==> src/rtl/regbank_writer_pkg.sv <==
// Shared defaults and FSM state encoding for the register bank write-port controller.
package regbank_writer_pkg;

    localparam int unsigned ADDR_SIZE_DEF = 5;
    localparam int unsigned WORD_SIZE_DEF = 32;

    typedef enum logic {
        IDLE  = 1'b0,
        CLEAR = 1'b1
    } state_e;

endpackage

==> src/rtl/regbank_writer_rr_arb2.sv <==
// Two-requester round-robin arbiter with combinational grants.
// Priority flips only on contested, enabled cycles; reset favours requester A.
module rr_arb2 (
    input  logic clk_i,
    input  logic rst_ni,
    input  logic en_i,
    input  logic req_a_i,
    input  logic req_b_i,
    output logic gnt_a_o,
    output logic gnt_b_o
);

    logic prio_b_q;
    logic prio_b_d;

    always_comb begin
        gnt_a_o  = en_i & req_a_i & (~req_b_i | ~prio_b_q);
        gnt_b_o  = en_i & req_b_i & (~req_a_i | prio_b_q);
        prio_b_d = prio_b_q;
        // The winner of a contest loses priority for the next one.
        if (en_i && req_a_i && req_b_i) begin
            prio_b_d = gnt_a_o;
        end
    end

    always_ff @(posedge clk_i or negedge rst_ni) begin
        if (!rst_ni) begin
            prio_b_q <= 1'b0;
        end else begin
            prio_b_q <= prio_b_d;
        end
    end

endmodule

==> src/rtl/regbank_writer.sv <==
// Register bank write-port controller: arbitrates two write sources and runs a bank-wide clear.
// Define REGBANK_ZERO_REG_EN to make entry 0 hardwired zero for source writes.
module regbank_writer
    import regbank_writer_pkg::*;
#(
    parameter int unsigned ADDR_SIZE = ADDR_SIZE_DEF,
    parameter int unsigned WORD_SIZE = WORD_SIZE_DEF
) (
    input  logic                 clk,
    input  logic                 reset_n,
    input  logic                 a_valid,
    output logic                 a_ready,
    input  logic [ADDR_SIZE-1:0] a_addr,
    input  logic [WORD_SIZE-1:0] a_data,
    input  logic                 b_valid,
    output logic                 b_ready,
    input  logic [ADDR_SIZE-1:0] b_addr,
    input  logic [WORD_SIZE-1:0] b_data,
    input  logic                 clr_start,
    output logic                 clr_busy,
    output logic                 clr_done,
    output logic                 w,
    output logic [ADDR_SIZE-1:0] wad,
    output logic [WORD_SIZE-1:0] wdat
);

    localparam logic [ADDR_SIZE:0] CntOne = {{ADDR_SIZE{1'b0}}, 1'b1};

    // Reset asserts asynchronously, releases synchronously.
    logic [1:0] rst_sync_q;
    logic       rst_int_n;

    always_ff @(posedge clk or negedge reset_n) begin
        if (!reset_n) begin
            rst_sync_q <= 2'b00;
        end else begin
            rst_sync_q <= {rst_sync_q[0], 1'b1};
        end
    end

    assign rst_int_n = rst_sync_q[1];

    state_e                 state_q, state_d;
    logic [ADDR_SIZE:0]     cnt_q, cnt_d, cnt_nxt;
    logic                   w_q, w_d;
    logic [ADDR_SIZE-1:0]   wad_q, wad_d;
    logic [WORD_SIZE-1:0]   wdat_q, wdat_d;
    logic                   busy_q, busy_d;
    logic                   done_q, done_d;

    logic                   arb_en;
    logic                   gnt_a;
    logic                   gnt_b;
    logic                   xfer;
    logic [ADDR_SIZE-1:0]   xfer_addr;
    logic [WORD_SIZE-1:0]   xfer_data;
    logic                   xfer_drop;

    // Sources are held off for the final clear-write cycle so readies stay low while busy.
    assign arb_en = rst_int_n & (state_q == IDLE) & ~busy_q;

    rr_arb2 u_arb (
        .clk_i   (clk),
        .rst_ni  (rst_int_n),
        .en_i    (arb_en),
        .req_a_i (a_valid),
        .req_b_i (b_valid),
        .gnt_a_o (gnt_a),
        .gnt_b_o (gnt_b)
    );

    assign a_ready   = gnt_a;
    assign b_ready   = gnt_b;
    assign xfer      = gnt_a | gnt_b;
    assign xfer_addr = gnt_a ? a_addr : b_addr;
    assign xfer_data = gnt_a ? a_data : b_data;

`ifdef REGBANK_ZERO_REG_EN
    assign xfer_drop = (xfer_addr == '0);
`else
    assign xfer_drop = 1'b0;
`endif

    always_comb begin
        state_d = state_q;
        cnt_d   = cnt_q;
        cnt_nxt = cnt_q + CntOne;
        w_d     = 1'b0;
        wad_d   = '0;
        wdat_d  = '0;
        busy_d  = 1'b0;
        case (state_q)
            IDLE: begin
                if (xfer && !xfer_drop) begin
                    w_d    = 1'b1;
                    wad_d  = xfer_addr;
                    wdat_d = xfer_data;
                end
                if (clr_start) begin
                    state_d = CLEAR;
                    cnt_d   = '0;
                end
            end
            CLEAR: begin
                w_d    = 1'b1;
                wad_d  = cnt_q[ADDR_SIZE-1:0];
                busy_d = 1'b1;
                cnt_d  = cnt_nxt;
                // Extra counter bit marks the write to the last entry.
                if (cnt_nxt[ADDR_SIZE]) begin
                    state_d = IDLE;
                    cnt_d   = '0;
                end
            end
            default: begin
                state_d = IDLE;
                cnt_d   = '0;
            end
        endcase
        done_d = busy_q & ~busy_d;
    end

    always_ff @(posedge clk or negedge rst_int_n) begin
        if (!rst_int_n) begin
            state_q <= IDLE;
            cnt_q   <= '0;
            w_q     <= 1'b0;
            wad_q   <= '0;
            wdat_q  <= '0;
            busy_q  <= 1'b0;
            done_q  <= 1'b0;
        end else begin
            state_q <= state_d;
            cnt_q   <= cnt_d;
            w_q     <= w_d;
            wad_q   <= wad_d;
            wdat_q  <= wdat_d;
            busy_q  <= busy_d;
            done_q  <= done_d;
        end
    end

    assign w        = w_q;
    assign wad      = wad_q;
    assign wdat     = wdat_q;
    assign clr_busy = busy_q;
    assign clr_done = done_q;

endmodule

==> config.mk <==
export PLATFORM = sky130hd
export DESIGN_NAME = regbank_writer
export DESIGN_NICKNAME = d
export VERILOG_FILES = /design/src/rtl/regbank_writer_pkg.sv /design/src/rtl/regbank_writer_rr_arb2.sv /design/src/rtl/regbank_writer.sv
export SDC_FILE = /design/constraint.sdc
export NUM_CORES = 1
export LEC_CHECK = 0
export CAP_MARGIN = 20
export CORE_MARGIN = 2
export CORE_UTILIZATION = 40
export CTS_BUF_LIST = sky130_fd_sc_hd__clkbuf_8
export DETAILED_ROUTE_END_ITERATION = 7
export PLACE_DENSITY = 0.82
export SYNTH_ARGS = -nofsm -noshare
export SYNTH_HDL_FRONTEND = slang
export SYNTH_SLANG_ARGS = --single-unit
==> constraint.sdc <==
create_clock -name clk -period 4.1 [get_ports clk]
set_input_delay 1.025 -clock clk [delete_from_list [all_inputs] [get_ports clk]]
set_output_delay 1.025 -clock clk [all_outputs]
set_load 0.02 [all_outputs]
Word-level counts from Yosys, hierarchy flattened --
Cells that the tools add are included. W data, S select, Z words.
Operators by class: $add $sub $neg 1, eq/ne operators 1, mux-type cells 15, bitwise logic cells 16, reduce and logical (&&, ||, !) cells 2
Operator list (count):
- $mux W32 | 3
- $mux W5 | 3
- $pmux W6 S2 | 1
- $pmux W5 S2 | 1
- $and A1 B1 Y1 | 7
- $add A6 B1 Y6 const B | 1
- $mux W6 | 1
- $not A1 Y1 | 6
- $mux W1 | 4
- $pmux W1 S2 | 2
- $or A1 B1 Y1 | 3
- $logic_and A1 B1 Y1 | 2
- $ne A2 B2 Y1 const B | 1
Word-level totals: register bits 50, bits of input ports 79, word-level logic and storage cells 44

Logic depth before layout (Yosys ltp) --
word-level depth 8, depth in mapped cells 7, gate-level depth less buffers 4

By module --
From an unflattened synthesis, not the netlist that was laid out.
Unflattened totals: cells, all modules 172, area, all modules 2030.7 um^2
By module, submodules not included:
- regbank_writer | instances 1, cells each 164, area each 1970.6 um^2, sequential area each 1201.2 um^2
- rr_arb2 | instances 1, cells each 8, area each 60.1 um^2, sequential area each 25.0 um^2

Least setup slack after synthesis --
No wires, ideal clock.
path kind reg2out, start point register rst_sync_q[1], end point output a_ready, data arrival time 2.167 ns, data required time 3.075 ns, setup slack 0.908 ns, cell stages (with the launch flop) 6, path buffers 3, path through dfrtp_1 > and4bb_1 > buf_6 > and2_4 > buf_6 > buf_6
Between the ends: longest elaborated chain between the ends 4
RTL lines:
- start, declared | RTL line regbank_writer.sv:30 | logic [1:0] rst_sync_q;
- start signal, assigned | RTL line regbank_writer.sv:37 | rst_sync_q <= {rst_sync_q[0], 1'b1};
- $and A1 B1 Y1 (2 in a row) | RTL line regbank_writer.sv:60 | assign arb_en = rst_int_n & (state_q == IDLE) & ~busy_q;
- $and A1 B1 Y1 (2 in a row) | RTL line regbank_writer_rr_arb2.sv:17 | gnt_a_o = en_i & req_a_i & (~req_b_i | ~prio_b_q);
- end, declared | RTL line regbank_writer.sv:12 | output logic a_ready,
Every way passes these cells.

Worst setup path after layout --
start point input a_valid, end point output b_ready
Between the ends: longest elaborated chain between the ends 3
RTL lines:
- start, declared | RTL line regbank_writer.sv:11 | input logic a_valid,
- $not A1 Y1 | RTL line regbank_writer_rr_arb2.sv:18 | gnt_b_o = en_i & req_b_i & (~req_a_i | prio_b_q);
- $or A1 B1 Y1 | RTL line regbank_writer_rr_arb2.sv:18
- $and A1 B1 Y1 | RTL line regbank_writer_rr_arb2.sv:18
- end, declared | RTL line regbank_writer.sv:16 | output logic b_ready,
Every way passes these cells.

==> qor.yml <==
grt_max_degree: 39
routed_wl_um: 6370
cts-htree-levels: 2
place_hpwl_um: 4410
drcViolationCount: 0
wire_per_inst_um: 16.0
fp-row-count: 27
place_inst: 392
p_clk_share_pct: 22.6
p_total_uw: 1260
cts_sinks: 49
die-area_mm2: 0.00621
die_y_um: 78.8
cts_buffer_depth: 2
yosys.area.top_type_share_pct: 54.7
fmax_mhz: 269
r2r_start: "state_q"
synth_seq_cells: 49
cts-root-buf: "clkbuf_8"
leakage_uw: 0.00142
post_cts_buffers: 0
grt_pass1_vias: 1996
final_common_cell: "clkdlybuf4s50_1"
switching_share_pct: 29.6
min_period_ns: 3.72
final_cell_area_mm2: 0.00355
ios: 121
cts_resized: 0
critPathMaxFanout: 11
layout-drive-gt1-share_pct: 5.81
crit_type: "input pin to primary output"
fin_tns_setup_ns: 0
postRouteAntennaNets: 0
min_path_type: "register to async pin"
slowest_delay_ns: 0.66
status: "finished clean"
clkTransAtPathRegs_ns: 0.09
io_buffers: 120
rsz0062_at_grt: "false"
synth_seq_area_share_pct: 54.7
syn-num-nets: 296
cts_tree: "done"
vdd_drop_max_uv: 249
clock_latency_ns: 0.29
syn2layout_area_growth_pct: 58.5
end_kind: "primary output"
vias_per_cell: 5.38
num_antenna_cells: 0
path_cells: "clkdlybuf4s50_1, buf_4, nand2b_1, and3_1, clkdlybuf4s50_1"
max_slew_margin_pct: 62.6
core-area_mm2: 0.00547
yosysTopAreaCell: "dfrtp_1"
gp_congestion: 0.763
holdBufCountCts: 0
layout.cells.non_filler: 399
die_w_um: 78.8
fin_crit_sh_pct: 90.6
critPathLaunchType: "input pin"
p_per_area_mw_per_mm2: 355
initial_core_util_pct: 40.9
seqPwrFrac_pct: 48.3
place_area_mm2: 0.00346
power.switching_uw: 374
comb_power_share_pct: 29.1
final_core_util_pct: 64.9
syn_area_mm2: 0.00224
yosysWarningCount: 0
crit_path_frequent_cell: "clkdlybuf4s50_1"
drtIter0Drc: 134
final_cell_mix: "120 x clkdlybuf4s50_1, 48 x dfrtp_1, 35 x nand3_1, 33 x o211ai_1, 29 x o21ai_1"
startpoint: "a_valid"
critPathArrivalTime_ns: 2.69
timing.clock.skew_ns: 0.00447
tightest_slew_ns: 0.561
dr_total_vias: 2147
slowest_stage: "clkdlybuf4s50_1"
maxCapViolCount: 0
p_int_uw: 888
grt_pass1_wl_um: 9850
final_nets: 407
first_pass_iters: 4
synth_area_leaders: "dfrtp_1 55%, o211ai_1 11%, nand3_1 7.8%"
antenna_found_initial: 0
slew_viol_final: 0
setup_viol: 0
synth_cells: 216
grt_util_all_layers_pct: 20.1
synth_area_per_cell_um2: 10.4
synthDistinctLibCells: 30
crit_required_ns: 3.07
globalRouteOverflowTotal: 0
cts_made_buffers: 5
finalHoldViolCount: 0
==> cells in the mapped netlist, drive strengths merged <==
cell type and n:
a21oi 3, nor2b 2, nor2 2, nand3 35, nand2b 2, and4bb 1, conb 1, and3 4
nor3b 2, a31oi 1, and2 3, nand2 4, a221o 5, clkbuf 13, mux2i 1, mux2 1
dfrtp 49, ha 1, nand3b 1, buf 12, o21ai 36, xnor2 1, o211ai 33, o32ai 1
inv 2
==> state kept, by name, indices dropped and copies added (netlist names) <==
signal,cells
clr_done,1
rst_sync_q,2
clr_busy,1
w,1
cnt_q,5
wad,5
state_q,1
u_arb.prio_b_q,1
wdat,32
==> final timing paths <==
check                                end  slack [ns]  cells past startpoint
setup reg to reg                  wad[0]        2.27                      4
max in group asynchronous  rst_sync_q[1]        3.08                      1
min in group clk           rst_sync_q[1]        0.37                      0
hold / removal                  clr_done        0.13                      0
hold reg to reg                 clr_done        0.13                      0
setup / recovery                 b_ready        0.38                      5
==> area by class of cell <==
class                           count  area, µm²
Fill cell                         456       1920
Timing Repair Buffer              129       1270
Sequential cell                    49       1230
Multi-Input combinational cell    140        870
Tap cell                           72       90.1
Clock buffer                        6       82.6
Inverter                            2       7.51
Clock inverter                      1       3.75
==> worst max-delay path, delay by kind of cell <==
kind	cells	cell delay [ns]
AND/OR/NAND/NOR	2	0.35
buffers and inverters	3	1.30
==> through the flow <==
step | hold slack, ns | setup WS (ns)
4_1_cts | 0.143 | 0.378
3_5_place_dp | 0.139 | 0.383
5_1_grt | 0.173 | 0.315
3_3_place_gp | 0.134 | 0.398
2_1_floorplan | 0.331 | 0.908
6_report | 0.135 | 0.384
==> layer usage <==
metal | global-route usage [%] | vias up | part of all wire [%]
met2 | 34.4 | 92 | 50
met5 | 0 | - | 0
met3 | 4.55 | 4 | 6.8
met4 | 4.14 | 0 | 0.30
met1 | 26.5 | 1033 | 43
li1 | - | 1018 | -
==> kinds of logic (layout without fill, tap and decap cells) <==
group	Yosys count	count (layout)	synth area share, %
AOI/OAI and AO/OA	79	79	22.7
and+or+nand+nor	56	56	13.8
DFF	49	49	54.7
buffers and inverters	27	138	6.70
muxes	2	2	0.950
adders and majority gates	1	1	0.559
other	1	1	0.167
xor gates and xnor gates	1	1	0.391
==> power groups by stage <==
| stage | Sequential (µW) | Combinational, µW | Clock [µW] |
|---|---|---|---|
| floorplan | 646 | 154 | 0 |
| global route | 617 | 400 | 316 |
| global placement | 618 | 361 | 0 |
| CTS | 609 | 371 | 291 |
| detailed placement | 619 | 370 | 0 |
| finish | 609 | 367 | 285 |
Note: power is estimated with default switching activity, not from simulation.
